**config.mk**
```make
export PLATFORM = sky130hd
export DESIGN_NAME = multi_product_vending_machine
export DESIGN_NICKNAME = d
export VERILOG_FILES = /design/src/rtl/multi_product_vending_machine.sv
export SDC_FILE = /design/constraint.sdc
export NUM_CORES = 1
export LEC_CHECK = 0
export ABC_AREA = 1
export BUFFER_PORTS_ARGS = -buffer_cell sky130_fd_sc_hd__buf_2
export CAP_MARGIN = 20
export CORE_UTILIZATION = 63
export CTS_CLUSTER_DIAMETER = 200
export DETAILED_ROUTE_END_ITERATION = 7
export PLACE_DENSITY = 0.86
export SKIP_CTS_REPAIR_TIMING = 1
export SLEW_MARGIN = 20
export SYNTH_ARGS = -nofsm -noshare
export SYNTH_HDL_FRONTEND = slang
export SYNTH_SLANG_ARGS = --single-unit
```
**constraint.sdc**
```tcl
create_clock -name clk -period 4.7 [get_ports clk]
set_input_delay 0.235 -clock clk [delete_from_list [all_inputs] [get_ports clk]]
set_output_delay 0.235 -clock clk [all_outputs]
set_load 0.005 [all_outputs]
```
**src/rtl/multi_product_vending_machine.sv**
```systemverilog
// rtl/multi_product_vending_machine.sv - multi-product coin vending controller with change return
//
// Purpose: accepts coins (1/2/5/10 units) up to MAX_CREDIT, vends product i at
//   BASE_PRICE + i*PRICE_STEP, and returns leftover credit as change, one coin
//   per cycle, largest denomination first.
// Ports:
//   clk, reset (sync, active low)
//   coin_valid/coin_value      : coin presented (00=1, 01=2, 10=5, 11=10)
//   sel_valid/sel_id           : product selection
//   cancel                     : refund request
//   credit                     : current credit
//   coin_reject, sel_error     : one-cycle refusal pulses
//   dispense_valid/dispense_id : one-cycle vend pulse
//   change_coin_valid/_value   : one change coin per cycle
//   busy                       : high while vending or returning change
// Build option: define VEND_STOCK_EN for per-product 4-bit stock counters.
module multi_product_vending_machine #(
  parameter int AMT_W        = 8,
  parameter int NUM_PRODUCTS = 4,
  parameter int BASE_PRICE   = 7,
  parameter int PRICE_STEP   = 3,
  parameter int MAX_CREDIT   = 50,
  localparam int SEL_W = (NUM_PRODUCTS > 1) ? $clog2(NUM_PRODUCTS) : 1
) (
  input  logic             clk,
  input  logic             reset,
  input  logic             coin_valid,
  input  logic [1:0]       coin_value,
  input  logic             sel_valid,
  input  logic [SEL_W-1:0] sel_id,
  input  logic             cancel,
  output logic [AMT_W-1:0] credit,
  output logic             coin_reject,
  output logic             sel_error,
  output logic             dispense_valid,
  output logic [SEL_W-1:0] dispense_id,
  output logic             change_coin_valid,
  output logic [1:0]       change_coin_value,
  output logic             busy
);

  typedef enum logic [1:0] {IDLE, CREDIT, VEND, CHANGE} state_t;

  function automatic logic [AMT_W-1:0] coin_amt(input logic [1:0] code);
    case (code)
      2'b00:   coin_amt = AMT_W'(1);
      2'b01:   coin_amt = AMT_W'(2);
      2'b10:   coin_amt = AMT_W'(5);
      default: coin_amt = AMT_W'(10);
    endcase
  endfunction

  function automatic logic [1:0] largest_coin(input logic [AMT_W-1:0] amt);
    if (amt >= AMT_W'(10))     largest_coin = 2'b11;
    else if (amt >= AMT_W'(5)) largest_coin = 2'b10;
    else if (amt >= AMT_W'(2)) largest_coin = 2'b01;
    else                       largest_coin = 2'b00;
  endfunction

  function automatic logic [AMT_W-1:0] price_of(input logic [SEL_W-1:0] id);
    price_of = AMT_W'(BASE_PRICE + PRICE_STEP * int'(id));
  endfunction

  state_t           state_q, state_d;
  logic [AMT_W-1:0] credit_q, credit_d;
  logic             coin_reject_q, coin_reject_d;
  logic             sel_error_q, sel_error_d;
  logic             dispense_valid_q, dispense_valid_d;
  logic [SEL_W-1:0] dispense_id_q, dispense_id_d;
  logic             change_valid_q, change_valid_d;
  logic [1:0]       change_value_q, change_value_d;
  logic             busy_q, busy_d;

  logic [AMT_W:0]   coin_sum;
  logic             over_max;
  logic             sel_ok;
  logic             in_stock;

`ifdef VEND_STOCK_EN
  logic [3:0] stock_q [2**SEL_W];
  logic [3:0] stock_d [2**SEL_W];
  assign in_stock = (stock_q[sel_id] != 4'd0);
`else
  assign in_stock = 1'b1;
`endif

  // One extra bit so the ceiling check cannot wrap.
  assign coin_sum = {1'b0, credit_q} + {1'b0, coin_amt(coin_value)};
  assign over_max = coin_sum > (AMT_W+1)'(MAX_CREDIT);
  assign sel_ok   = (int'(sel_id) < NUM_PRODUCTS) && (credit_q >= price_of(sel_id)) && in_stock;

  always_comb begin
    state_d          = state_q;
    credit_d         = credit_q;
    dispense_id_d    = dispense_id_q;
    dispense_valid_d = 1'b0;
    coin_reject_d    = 1'b0;
    sel_error_d      = 1'b0;
    change_valid_d   = 1'b0;
    change_value_d   = 2'b00;
`ifdef VEND_STOCK_EN
    stock_d = stock_q;
`endif

    // A coin is only taken when nothing else competes for the cycle.
    if (coin_valid && ((state_q == VEND) || (state_q == CHANGE) || sel_valid || cancel || over_max))
      coin_reject_d = 1'b1;

    case (state_q)
      IDLE, CREDIT: begin
        if (cancel && (state_q == CREDIT)) begin
          state_d = CHANGE;
        end else if (sel_valid) begin
          if ((state_q == CREDIT) && sel_ok) begin
            credit_d         = credit_q - price_of(sel_id);
            dispense_id_d    = sel_id;
            dispense_valid_d = 1'b1;
            state_d          = VEND;
`ifdef VEND_STOCK_EN
            stock_d[sel_id] = stock_q[sel_id] - 4'd1;
`endif
          end else begin
            sel_error_d = 1'b1;
          end
        end else if (coin_valid && !coin_reject_d) begin
          credit_d = coin_sum[AMT_W-1:0];
          state_d  = CREDIT;
        end
      end
      VEND: begin
        sel_error_d = sel_valid;
        state_d     = (credit_q != '0) ? CHANGE : IDLE;
      end
      CHANGE: begin
        sel_error_d = sel_valid;
        credit_d    = credit_q - coin_amt(largest_coin(credit_q));
        state_d     = (credit_d == '0) ? IDLE : CHANGE;
      end
      default: state_d = IDLE;
    endcase

    // The coin shown in a CHANGE cycle is the one that cycle's credit pays out.
    if (state_d == CHANGE) begin
      change_valid_d = 1'b1;
      change_value_d = largest_coin(credit_d);
    end
    busy_d = (state_d == VEND) || (state_d == CHANGE);
  end

  always_ff @(posedge clk) begin
    if (!reset) begin
      state_q          <= IDLE;
      credit_q         <= '0;
      coin_reject_q    <= 1'b0;
      sel_error_q      <= 1'b0;
      dispense_valid_q <= 1'b0;
      dispense_id_q    <= '0;
      change_valid_q   <= 1'b0;
      change_value_q   <= 2'b00;
      busy_q           <= 1'b0;
`ifdef VEND_STOCK_EN
      for (int i = 0; i < 2**SEL_W; i++) stock_q[i] <= 4'd15;
`endif
    end else begin
      state_q          <= state_d;
      credit_q         <= credit_d;
      coin_reject_q    <= coin_reject_d;
      sel_error_q      <= sel_error_d;
      dispense_valid_q <= dispense_valid_d;
      dispense_id_q    <= dispense_id_d;
      change_valid_q   <= change_valid_d;
      change_value_q   <= change_value_d;
      busy_q           <= busy_d;
`ifdef VEND_STOCK_EN
      stock_q <= stock_d;
`endif
    end
  end

  assign credit            = credit_q;
  assign coin_reject       = coin_reject_q;
  assign sel_error         = sel_error_q;
  assign dispense_valid    = dispense_valid_q;
  assign dispense_id       = dispense_id_q;
  assign change_coin_valid = change_valid_q;
  assign change_coin_value = change_value_q;
  assign busy              = busy_q;

endmodule

```
After elaboration in Yosys (flattened, before gate mapping)
Index checks and enable logic that the tools add are counted.
- add/subtract/negate cells: 4
- multiply operators: 1
- order comparisons: 8
- equal/unequal tests: 9
- muxes and demuxes: 29
- bitwise gates (word level): 4
- reductions and logical operators: 20
- operator list (kind ; number):
    $mux W8 ; 5
    $pmux W4 S3 ; 2
    $mux W2 ; 11
    $ge A8 B2 Y1 const B ; 2
    $ge A8 B3 Y1 const B ; 2
    $ge A8 B4 Y1 const B ; 2
    $pmux W8 S2 ; 1
    $eq A2 B2 Y1 const B ; 6
    $add A8 B8 Y9 ; 1
    $gt A9 B6 Y1 const B ; 1
    $ge A8 B8 Y1 ; 1
    $logic_not A8 Y1 ; 1
    $mux W1 ; 8
    $reduce_bool A8 Y1 ; 1
    $sub A8 B5 Y8 ; 1
    $sub A8 B8 Y8 ; 1
    $eq A2 B1 Y1 const B ; 3
    $logic_not A2 Y1 ; 3
    $pmux W2 S3 ; 1
    $add A3 B4 Y5 const A ; 1
    $logic_or A1 B1 Y1 ; 5
    $logic_and A1 B1 Y1 ; 4
    $mul A2 B2 Y4 const A ; 1
    $not A1 Y1 ; 4
    other kinds (6) ; 7
- register bits: 19
- bits of input ports: 9
- output and inout port bits: 17
- word-level logic and storage cells: 84

Depth between registers and ports, before layout
Gate-level depths: netlist (run 1).
- depth in word-level cells: 17
- gate-level depth with buffers: 23
- depth with buffers taken out: 23

Worst setup path after synthesis (run 1)
Ideal clock, no wire load.
- path kind: register to register
- start point: register credit_q[4], in the netlist credit[4]
- end point: register change_value_q[1], in the netlist change_coin_value[1]
- setup time: 115 ps
- arrival: 2694 ps
- data required time: 4585 ps
- path slack: 1891 ps
- stages on the path, launching flop included: 19
- buffers on the path: 1
- clock period less this slack: 2809 ps
- cells stage by stage: dfxtp_1 -> buf_4 -> nor2_1 -> nand2_1 -> nor2_1 -> inv_1 -> o21ai_0 -> ha_1 -> fa_1 -> o31ai_1 -> nor3_1 -> xor2_1 -> nand4_1 -> nand2_1 -> nand3_1 -> nor3_1 -> nor2_1 -> nand2_1 -> nor2_1
- longest elaborated chain between the ends: 14
- elaborated cells on any way between the ends: 43
- those cells by class: 3 x add/sub; 7 x order compare; 3 x eq/ne; 21 x mux; 9 x reduce/logical
- ends and longest elaborated chain (element ; line ; RTL):
    start, declared ; 65 ; logic [AMT_W-1:0] credit_q, credit_d;
    start signal, assigned ; 166 ; credit_q <= credit_d;
    branches (longest 14 deep; another with $ge A8 B2 Y1) ; -- ;
    end signal, assigned ; 172 ; change_value_q <= change_value_d;
    end, declared ; 71 ; logic [1:0] change_value_q, change_value_d;
Parallel ways; which one is timed is not known. The select of a mux whose other input is x is not followed.
A chain may end at the register's enable or synchronous reset.

Worst setup path in the final report (run 1)
Same ends and word-level chain as after synthesis.

==> results.json, run 1 <==
{
  "status": "complete, no violations",
  "areaGrowthSynthToFinish_pct": 6.57,
  "syn_nets": 350,
  "synthXorXnorAreaFrac": 0.0491,
  "start_kind": "flip-flop",
  "synth_simple_gate_area_frac": 0.372,
  "criticalPathCategory": "reg -> reg",
  "worst-path-buf-inv": 1,
  "mappedNetlistArea_um2": 2110,
  "finalPower_mw": 1.55,
  "io_buffers": 25,
  "muxShareOfSynthArea": 0,
  "power.leakage_nw": 1.16,
  "cp.required_ps": 4910,
  "wl_per_cell_um": 13.6,
  "ant_nets": 0,
  "hold_viol_final": 0,
  "crit_top_cell": "nor2_1",
  "synth_compound_gate_area_share": 0.161,
  "dpl.hpwl_mm": 4.14,
  "cp_slowest_cell": "dfxtp_1",
  "dpl_cell_area_um2": 2220,
  "synth_cell_types": 42,
  "maxCapViolations": 0,
  "post-route-period-util": 0.710,
  "instances_no_fill": 387,
  "vias": 2144,
  "firstDrtPassIters": 5,
  "coreArea_um2": 3130,
  "tightest_slew_ps": 536,
  "reg2regPathDepth": 17,
  "nets": 372,
  "grt_max_degree": 15,
  "syn_inst": 322,
  "fp.dieH_um": 59.9,
  "drv_slew": 0,
  "htree_levels": 1,
  "initial_core_util": 0.676,
  "skew_ps": 1.72,
  "nFillCells": 273,
  "rsz0062_at_grt": "false",
  "design_area_um2": 2250,
  "whs_ps": 176,
  "crit_end": "change_coin_value[1]",
  "placed_cells": 383,
  "pre_cts_ws_ps": 1470,
  "cts_buffers": 3,
  "seq_area_frac_synth": 0.170,
  "max_freq_mhz": 300,
  "r2r-end": "change_coin_value[1]",
  "max_stage_delay_ps": 670,
  "power_density_nw_per_um2": 689,
  "cts_tree": "built",
  "drive_above_1_share": 0.160,
  "die_w_um": 59.9,
  "routabilityCongestion": 0.966,
  "vdd_ir_drop_max_v": 0.000536,
  "cp_cell_sequence": "nor2_1 > nand2_1 > nor2_1 > inv_1 > o21ai_0 > ha_1 > fa_1 > o31ai_1 > nor3_1 > xor2_1 > nand4_1 > nand2_1 > nand3_1 > nor3_1 > nor2_1 > nand2_1 > nor2_1",
  "root_buffer": "clkbuf_4",
  "crit_fanout": 14,
  "setup_ws_ps": 1360,
  "drtIter0Drc": 205,
  "synth_top_family_by_area": "simple AND/OR/NAND/NOR gates",
  "reg2reg_from": "credit[4]",
  "die-area_um2": 3590,
  "final_util": 0.720,
  "vias_per_cell": 5.54,
  "synth_seq_cells": 18,
  "reg2reg_slack_ps": 1360,
  "clockBufferDepth": 2,
  "syn_avg_cell_area_um2": 6.57,
  "ys_warn_count": 0,
  "finalSetupTns_ps": 0,
  "finalWirelength_mm": 5.26,
  "antenna_found_initial": 0,
  "cts.sinks": 18,
  "grt_pass1_wl_mm": 8.60,
  "clock_latency_ps": 300,
  "drcViolationCount": 0,
  "relSlewSlack": 0.642,
  "cp-end-kind": "flip-flop",
  "diodes": 0,
  "finalSetupViolCount": 0,
  "num_rows": 20,
  "io_pins": 26,
  "hp-class": "in -> reg",
  "clk_pin_slew_ps": 110,
  "yosys.area_share.adder": 0.123,
  "grt-ovfl-total": 0,
  "crit_start": "credit[4]",
  "track_usage": 0.321,
  "grt_pass1_vias": 1923,
  "arrival_ps": 3550,
  "fin_crit_ps": 3340,
  "cp_top_family": "simple AND/OR/NAND/NOR gates",
  "cp.depth": 17
}
==> per-layer routing <==
metal	wire, µm	track usage	vias to the layer above
li1	-	-	1110
met1	2310	0.408	945
met2	2560	0.556	77
met3	293	0.0390	12
met4	99	0.113	0
met5	0	0	-
==> power breakdown <==
| part | switching, mW | internal [mW] | leakage [nW] |
|---|---|---|---|
| clock | 0.0542 | 0.0473 | 0.0210 |
| combinational | 0.715 | 0.435 | 0.995 |
| sequential | 0.106 | 0.196 | 0.147 |
==> worst register-to-register path, delay by kind of cell, from the launching register on <==
family          cells  cell delay, ps
simple gates       11            1080
fa+ha+maj           2             690
flops               1             670
compound gates      2             480
xor+xnor            1             210
buf+inv             1             120
==> flip-flops by register name, indices dropped and copies added, names as in the netlist <==
signal,flops
credit,8
change_coin_value,2
dispense_id,2
state_q,2
change_coin_valid,1
coin_reject,1
dispense_valid,1
sel_error,1
==> worst min-delay path by stage <==
| stage | cells past startpoint | startpoint | endpoint |
|---|---|---|---|
| after floorplan | 2 | reset | coin_reject |
| after global placement | 2 | dispense_id[1] | dispense_id[1] |
| after detailed placement | 2 | dispense_id[0] | dispense_id[0] |
| after CTS | 3 | reset | coin_reject |
| after global routing | 3 | reset | coin_reject |
| final | 3 | reset | coin_reject |
==> placed cells by master (no fill, tap or decap), drive strengths merged <==
cell    synthesis  final
buf             6     25
inv            45     45
o31ai           1      1
clkbuf          2      4
nand2          85     85
or2             1      1
nand3b          1      1
ha             16     16
o21ai          19     19
a31oi           1      1
o22ai           4      4
nand3          27     27
a21oi          30     30
fa              3      3
nand4          11     11
clkinv          1      1
a211oi          1      1
dfxtp          18     18
nor3            7      7
and2            1      1
xnor2           3      3
nor4            2      2
xor2            8      8
a21o            2      2
nor2           27     27
==> synth_stat cells, drive strengths merged <==
| library cell | number | area share |
|---|---|---|
| nand2 | 85 | 0.17 |
| inv | 45 | 0.086 |
| a21oi | 30 | 0.083 |
| nand3 | 27 | 0.078 |
| nor2 | 27 | 0.058 |
| o21ai | 19 | 0.049 |
| dfxtp | 18 | 0.17 |
| ha | 16 | 0.095 |
| nand4 | 11 | 0.033 |
| xor2 | 8 | 0.037 |
| nor3 | 7 | 0.022 |
| buf | 6 | 0.028 |
| o22ai | 4 | 0.012 |
| fa | 3 | 0.028 |
| xnor2 | 3 | 0.012 |
| a21o | 2 | 0.0071 |
| clkbuf | 2 | 0.0083 |
| nor4 | 2 | 0.0059 |
| a211oi | 1 | 0.0036 |
| a31oi | 1 | 0.0030 |
| and2 | 1 | 0.0030 |
| clkinv | 1 | 0.0018 |
| nand3b | 1 | 0.0036 |
| o31ai | 1 | 0.0036 |
| or2 | 1 | 0.0030 |
==> cell families (layout without fill, tap and decap cells) <==
family	after synthesis	count (layout)
buffers and inverters	54	75
xor gates and xnor gates	11	11
and+or+nand+nor	162	162
AOI/OAI and AO/OA	58	58
adders and majority gates	19	19
DFF	18	18
==> area by class of cell <==
cell class | instances | area (µm²) | area share
timing repair buffer | 25 | 125 | 0.0555
tap | 44 | 55.1 | 0.0244
sequential | 18 | 360 | 0.160
multi-input combinational | 250 | 1490 | 0.662
inverter | 46 | 185 | 0.0822
clock buffer | 4 | 36.3 | 0.0161
Note: power is estimated with default switching activity, not from simulation.
==> inputs of run 2 (changes only) <==
- CORE_UTILIZATION: 63 -> 53
- PLACE_DENSITY: 0.86 -> 0.77
- clock period: 4.7 -> 2.9 ns (I/O delays scaled with it)
==> run 2 against run 1 <==
Against the previous run: worst setup slack worse by 1200 ps; combinational power is 110% higher; critical path depth is 3 higher; critical path type unchanged.
==> results.json, run 2 (synthesis results as in run 1) <==
{
  "initial_core_util": 0.565,
  "vdd_ir_drop_max_v": 0.00114,
  "nFillCells": 346,
  "final_common_cell": "nand2_1",
  "nets": 386,
  "hold_viol_final": 0,
  "clockBufferDepth": 2,
  "crit_top_cell": "nand2_1",
  "fin_crit_ps": 2750,
  "placed_cells": 399,
  "crit_fanout": 4,
  "skew_ps": 1.69,
  "multi_input_area_um2": 1600,
  "cts.sinks": 18,
  "drv_slew": 0,
  "area.sequential_um2": 364,
  "design_area_um2": 2490,
  "clk_pin_slew_ps": 70,
  "drive_above_1_share": 0.272,
  "grt_pass1_wl_mm": 8.67,
  "cp_slowest_cell": "dfxtp_1",
  "diodes": 0,
  "post-route-period-util": 0.949,
  "max_freq_mhz": 363,
  "root_buffer": "clkbuf_8",
  "start_kind": "flip-flop",
  "arrival_ps": 2950,
  "grt-ovfl-total": 0,
  "vias": 2192,
  "htree_levels": 1,
  "finalSetupViolCount": 0,
  "dpl_cell_area_um2": 2310,
  "vias_per_cell": 5.41,
  "hp-class": "in -> reg",
  "firstDrtPassIters": 4,
  "tightest_slew_ps": 509,
  "routabilityCongestion": 0.983,
  "cp.required_ps": 3100,
  "antenna_found_initial": 0,
  "largest_register_ffs": 8,
  "die-area_um2": 4250,
  "grt_max_degree": 15,
  "power_density_nw_per_um2": 1220,
  "io_buffers": 25,
  "max_stage_delay_ps": 320,
  "clock_latency_ps": 260,
  "io_pins": 26,
  "ant_nets": 0,
  "final_cell_mix": "nand2_1, inv_1, a21oi_1",
  "power.leakage_nw": 1.26,
  "coreArea_um2": 3740,
  "cts_buffers": 3,
  "areaGrowthSynthToFinish_pct": 18.0,
  "maxCapViolations": 0,
  "grt_pass1_vias": 1949,
  "track_usage": 0.264,
  "num_rows": 22,
  "instances_no_fill": 405,
  "drcViolationCount": 0,
  "relSlewSlack": 0.660,
  "finalWirelength_mm": 5.58,
  "final_util": 0.666,
  "die_w_um": 65.2,
  "drtIter0Drc": 116,
  "cp-end-kind": "flip-flop",
  "dpl.hpwl_mm": 4.28,
  "fp.dieH_um": 65.2,
  "criticalPathCategory": "reg -> reg",
  "cp_cell_sequence": "nor2_2 > nand2_2 > nor3_2 > inv_1 > nand2_1 > nand2_1 > ha_4 > nand2_1 > nor2_1 > a211oi_2 > o21ai_2 > xor2_1 > nand2_1 > o21ai_1 > inv_1 > nand3_2 > nor3_2 > nor2_1 > nand2_2 > a21oi_2",
  "cts_tree": "built",
  "wl_per_cell_um": 13.8,
  "status": "complete, no violations"
}
-- run 2: changes by cell type in the layout (fill, tap and decap cells not counted), sizes merged --
cell	before	now
buf	25	39
-- run 2: through the flow --
| step | hold WS, ps | total power, mW | setup TNS [ps] | worst slack (ps) |
|---|---|---|---|---|
| after CTS | 140 | 2.68 | -113 | -45.0 |
| after detailed placement | 413 | 2.44 | -28.1 | -16.2 |
| after global placement | 410 | 2.40 | 0 | 50.5 |
| after global routing | 159 | 3.30 | -103 | -37.4 |
| after floorplan | 268 | 1.95 | 0 | 91.0 |
| final | 135 | 3.05 | 0 | 148 |
-- run 2: power by group --
| part | internal (mW) | leakage, nW | switching [mW] |
|---|---|---|---|
| Clock | 0.121 | 0.0288 | 0.0891 |
| Sequential | 0.322 | 0.148 | 0.0830 |
| Combinational | 0.962 | 1.08 | 1.47 |
| Total | 1.40 | 1.26 | 1.64 |
-- run 2: layout make-up --
class | count | area share
clock buffer | 4 | 0.0221
inverter | 46 | 0.0742
multi-input combinational | 250 | 0.641
sequential | 18 | 0.146
tap | 48 | 0.0241
timing repair buffer | 39 | 0.0923
-- run 2: routing by layer --
metal | global-route usage | share of wire | vias up
li1 | - | - | 1129
met2 | 0.460 | 0.51 | 74
met4 | 0.101 | 0.017 | 0
met3 | 0.0260 | 0.061 | 9
met1 | 0.331 | 0.42 | 980
met5 | 0 | 0 | -
-- run 2: worst paths after layout --
path | from | end | slack (ps) | cells past startpoint
worst max-delay path | credit[7] | change_coin_value[0] | 150 | 20
worst min-delay path | reset | coin_reject | 140 | 3
worst max register to register | credit[7] | change_coin_value[0] | 150 | 20
worst min register to register | dispense_id[1] | dispense_id[1] | 440 | 2
-- run 2: worst max-delay path: cells and delay by family (launching register included) --
family	cells	cell delay, ps
simple gates	12	1180
compound gates	4	530
flops	1	320
fa+ha+maj	1	310
xor+xnor	1	200
buf+inv	2	150
==> inputs of run 3 (changes only) <==
- ABC_AREA: 1 -> unset
==> run 3 against run 2 <==
Against the previous run: hold slack got worse by 20 ps; power fell by 42%; core utilization rose by 12 points; combinational power fell by 49%; clock power rose by 4%; sequential share of layout area fell by 1.0 points; die area fell by 6.3%; sequential cell count did not move; register-to-register slack got worse by 120 ps; sequential power fell by 24%; largest power group unchanged.
==> results.json, run 3 <==
{
  "status": "complete, no violations",
  "cts_tree": "built",
  "synth_seq_cells": 18,
  "synth_edf_count": 0,
  "pre_cts_ws_ps": -109,
  "cp-end-kind": "flip-flop",
  "vdd_ir_drop_max_v": 0.000347,
  "clockBufferDepth": 2,
  "areaGrowthSynthToFinish_pct": 37.4,
  "routabilityCongestion": 1.03,
  "tightest_slew_ps": 467,
  "drcViolationCount": 0,
  "io_pins": 26,
  "nets": 339,
  "max_freq_mhz": 348,
  "cp.depth": 12,
  "syn_avg_cell_area_um2": 8.24,
  "drv_slew": 0,
  "cp_slowest_cell": "dfxtp_4",
  "firstDrtPassIters": 5,
  "finalWirelength_mm": 6.82,
  "start_kind": "flip-flop",
  "setup_ws_ps": 23.1,
  "maxCapViolations": 0,
  "placed_cells": 344,
  "vias_per_cell": 6.36,
  "crit_top_cell": "buf_4",
  "htree_levels": 1,
  "ant_nets": 0,
  "antenna_found_initial": 0,
  "criticalPathCategory": "reg -> reg",
  "finalPower_mw": 1.77,
  "dpl.hpwl_mm": 4.76,
  "power_density_nw_per_um2": 653,
  "grt-ovfl-total": 0,
  "synth_compound_gate_area_share": 0.281,
  "instances_no_fill": 356,
  "finalSetupViolCount": 0,
  "cts_buffers": 3,
  "post-synth-top-area-cell": "dfxtp_1",
  "finalSetupTns_ps": 0,
  "syn_inst": 240,
  "synthFlopType": "dfxtp_1",
  "post-route-period-util": 0.992,
  "holdPathStages": 3,
  "rsz0062_at_grt": "true",
  "ys_warn_count": 0,
  "relSlewSlack": 0.687,
  "hold_viol_final": 0,
  "reg2regPathDepth": 12,
  "final_common_cell": "buf_4",
  "synthArstFlopShare": 0,
  "initial_core_util": 0.575,
  "synth_top_area_share": 0.182,
  "grt_pass1_wl_mm": 10.3,
  "dpl_cell_area_um2": 2440,
  "arrival_ps": 3020,
  "largest_register_ffs": 8,
  "syn_nets": 268,
  "crit_fanout": 5,
  "cp.required_ps": 3040,
  "synth_cell_types": 65,
  "max_stage_delay_ps": 370,
  "synth_simple_gate_area_frac": 0.254,
  "synthXorXnorAreaFrac": 0.0658,
  "wl_per_cell_um": 19.2,
  "grt_pass1_vias": 2128,
  "hp-class": "in -> reg",
  "clk_pin_slew_ps": 80,
  "die-area_um2": 3980,
  "power.leakage_nw": 1.20,
  "synthTopCellsByArea": "dfxtp_1, ha_1, nor2_1",
  "track_usage": 0.335,
  "clock_latency_ps": 260,
  "num_rows": 21,
  "fp.dieH_um": 63.1,
  "final_cell_mix": "buf_4, buf_2, nor2_1",
  "ys_top_cells_by_count": "nor2_1, dfxtp_1, ha_1, inv_1, nand2_1",
  "worst-path-buf-inv": 3,
  "mappedNetlistArea_um2": 1980,
  "diodes": 0,
  "skew_ps": 3.43,
  "seq_area_frac_synth": 0.182,
  "design_area_um2": 2720,
  "drtIter0Drc": 250,
  "cts.sinks": 18,
  "muxShareOfSynthArea": 0.0316,
  "synth.most_common_cell": "nor2_1",
  "drive_above_1_share": 0.419,
  "cp_top_family": "compound AO/OA/AOI/OAI gates",
  "die_w_um": 63.1,
  "synth_top_family_by_area": "compound AO/OA/AOI/OAI gates",
  "io_buffers": 25,
  "root_buffer": "clkbuf_8",
  "cp_cell_sequence": "buf_4 > ha_1 > a21o_1 > buf_4 > nor3_2 > o211ai_1 > a31oi_4 > a31o_2 > o211ai_1 > buf_4 > nor4_4 > a311oi_2",
  "yosys.area_share.adder": 0.132,
  "grt_max_degree": 18,
  "fin_crit_ps": 2880,
  "vias": 2263,
  "coreArea_um2": 3440
}
## run 3: cell count changes in the layout (fill, tap and decap cells not counted), moves of 12 or more
cell and delta:
nand2_1 -58, buf_4 +35, inv_1 -25, a21oi_1 -16
nand3_1 -12
## run 3: metal layers
metal	vias up	share of wire	routed length [µm]	track usage
li1	1038	-	-	-
met1	1061	0.42	2830	0.441
met2	137	0.47	3210	0.551
met3	27	0.082	562	0.0344
met4	0	0.032	221	0.145
met5	-	0	0	0
## run 3: tightest hold or removal path, cell delays in order
cell,delay (ps)
buf_2,110
nand2_1,50
a21oi_1,30
## run 3: area by class of cell
class | instances | area (µm²)
tap | 46 | 57.6
sequential | 18 | 369
clock buffer | 4 | 55.1
inverter | 16 | 60.1
multi-input combinational | 198 | 1680
fill | 249 | 724
timing repair buffer | 74 | 493
## run 3: worst paths after layout
path	from	endpoint	slack, ps
max	credit[1]	change_coin_value[1]	20
min	coin_valid	coin_reject	120
max reg2reg	credit[1]	change_coin_value[1]	20
min reg2reg	dispense_id[1]	dispense_id[1]	500
## run 3: cells by family after synthesis
kind of cell    count (synthesis)
mux                             6
fa+ha+maj                      19
simple gates                   90
buf+inv                        25
flops                          18
compound gates                 68
xor+xnor                       14
## run 3: per-stage QoR
step | hold WS, ps | utilization
2_1_floorplan | 224 | -
3_3_place_gp | 393 | 0.710
3_5_place_dp | 398 | 0.710
4_1_cts | 119 | 0.726
5_1_grt | 128 | 0.790
6_report | 115 | 0.790
## run 3: power by group
group / switching, mW / internal, mW / total, mW / leakage [nW]
clock network: 0.0965 / 0.121 / 0.218 / 0.0288
registers: 0.0296 / 0.279 / 0.309 / 0.149
logic: 0.655 / 0.593 / 1.25 / 1.02
total: 0.781 / 0.993 / 1.77 / 1.20
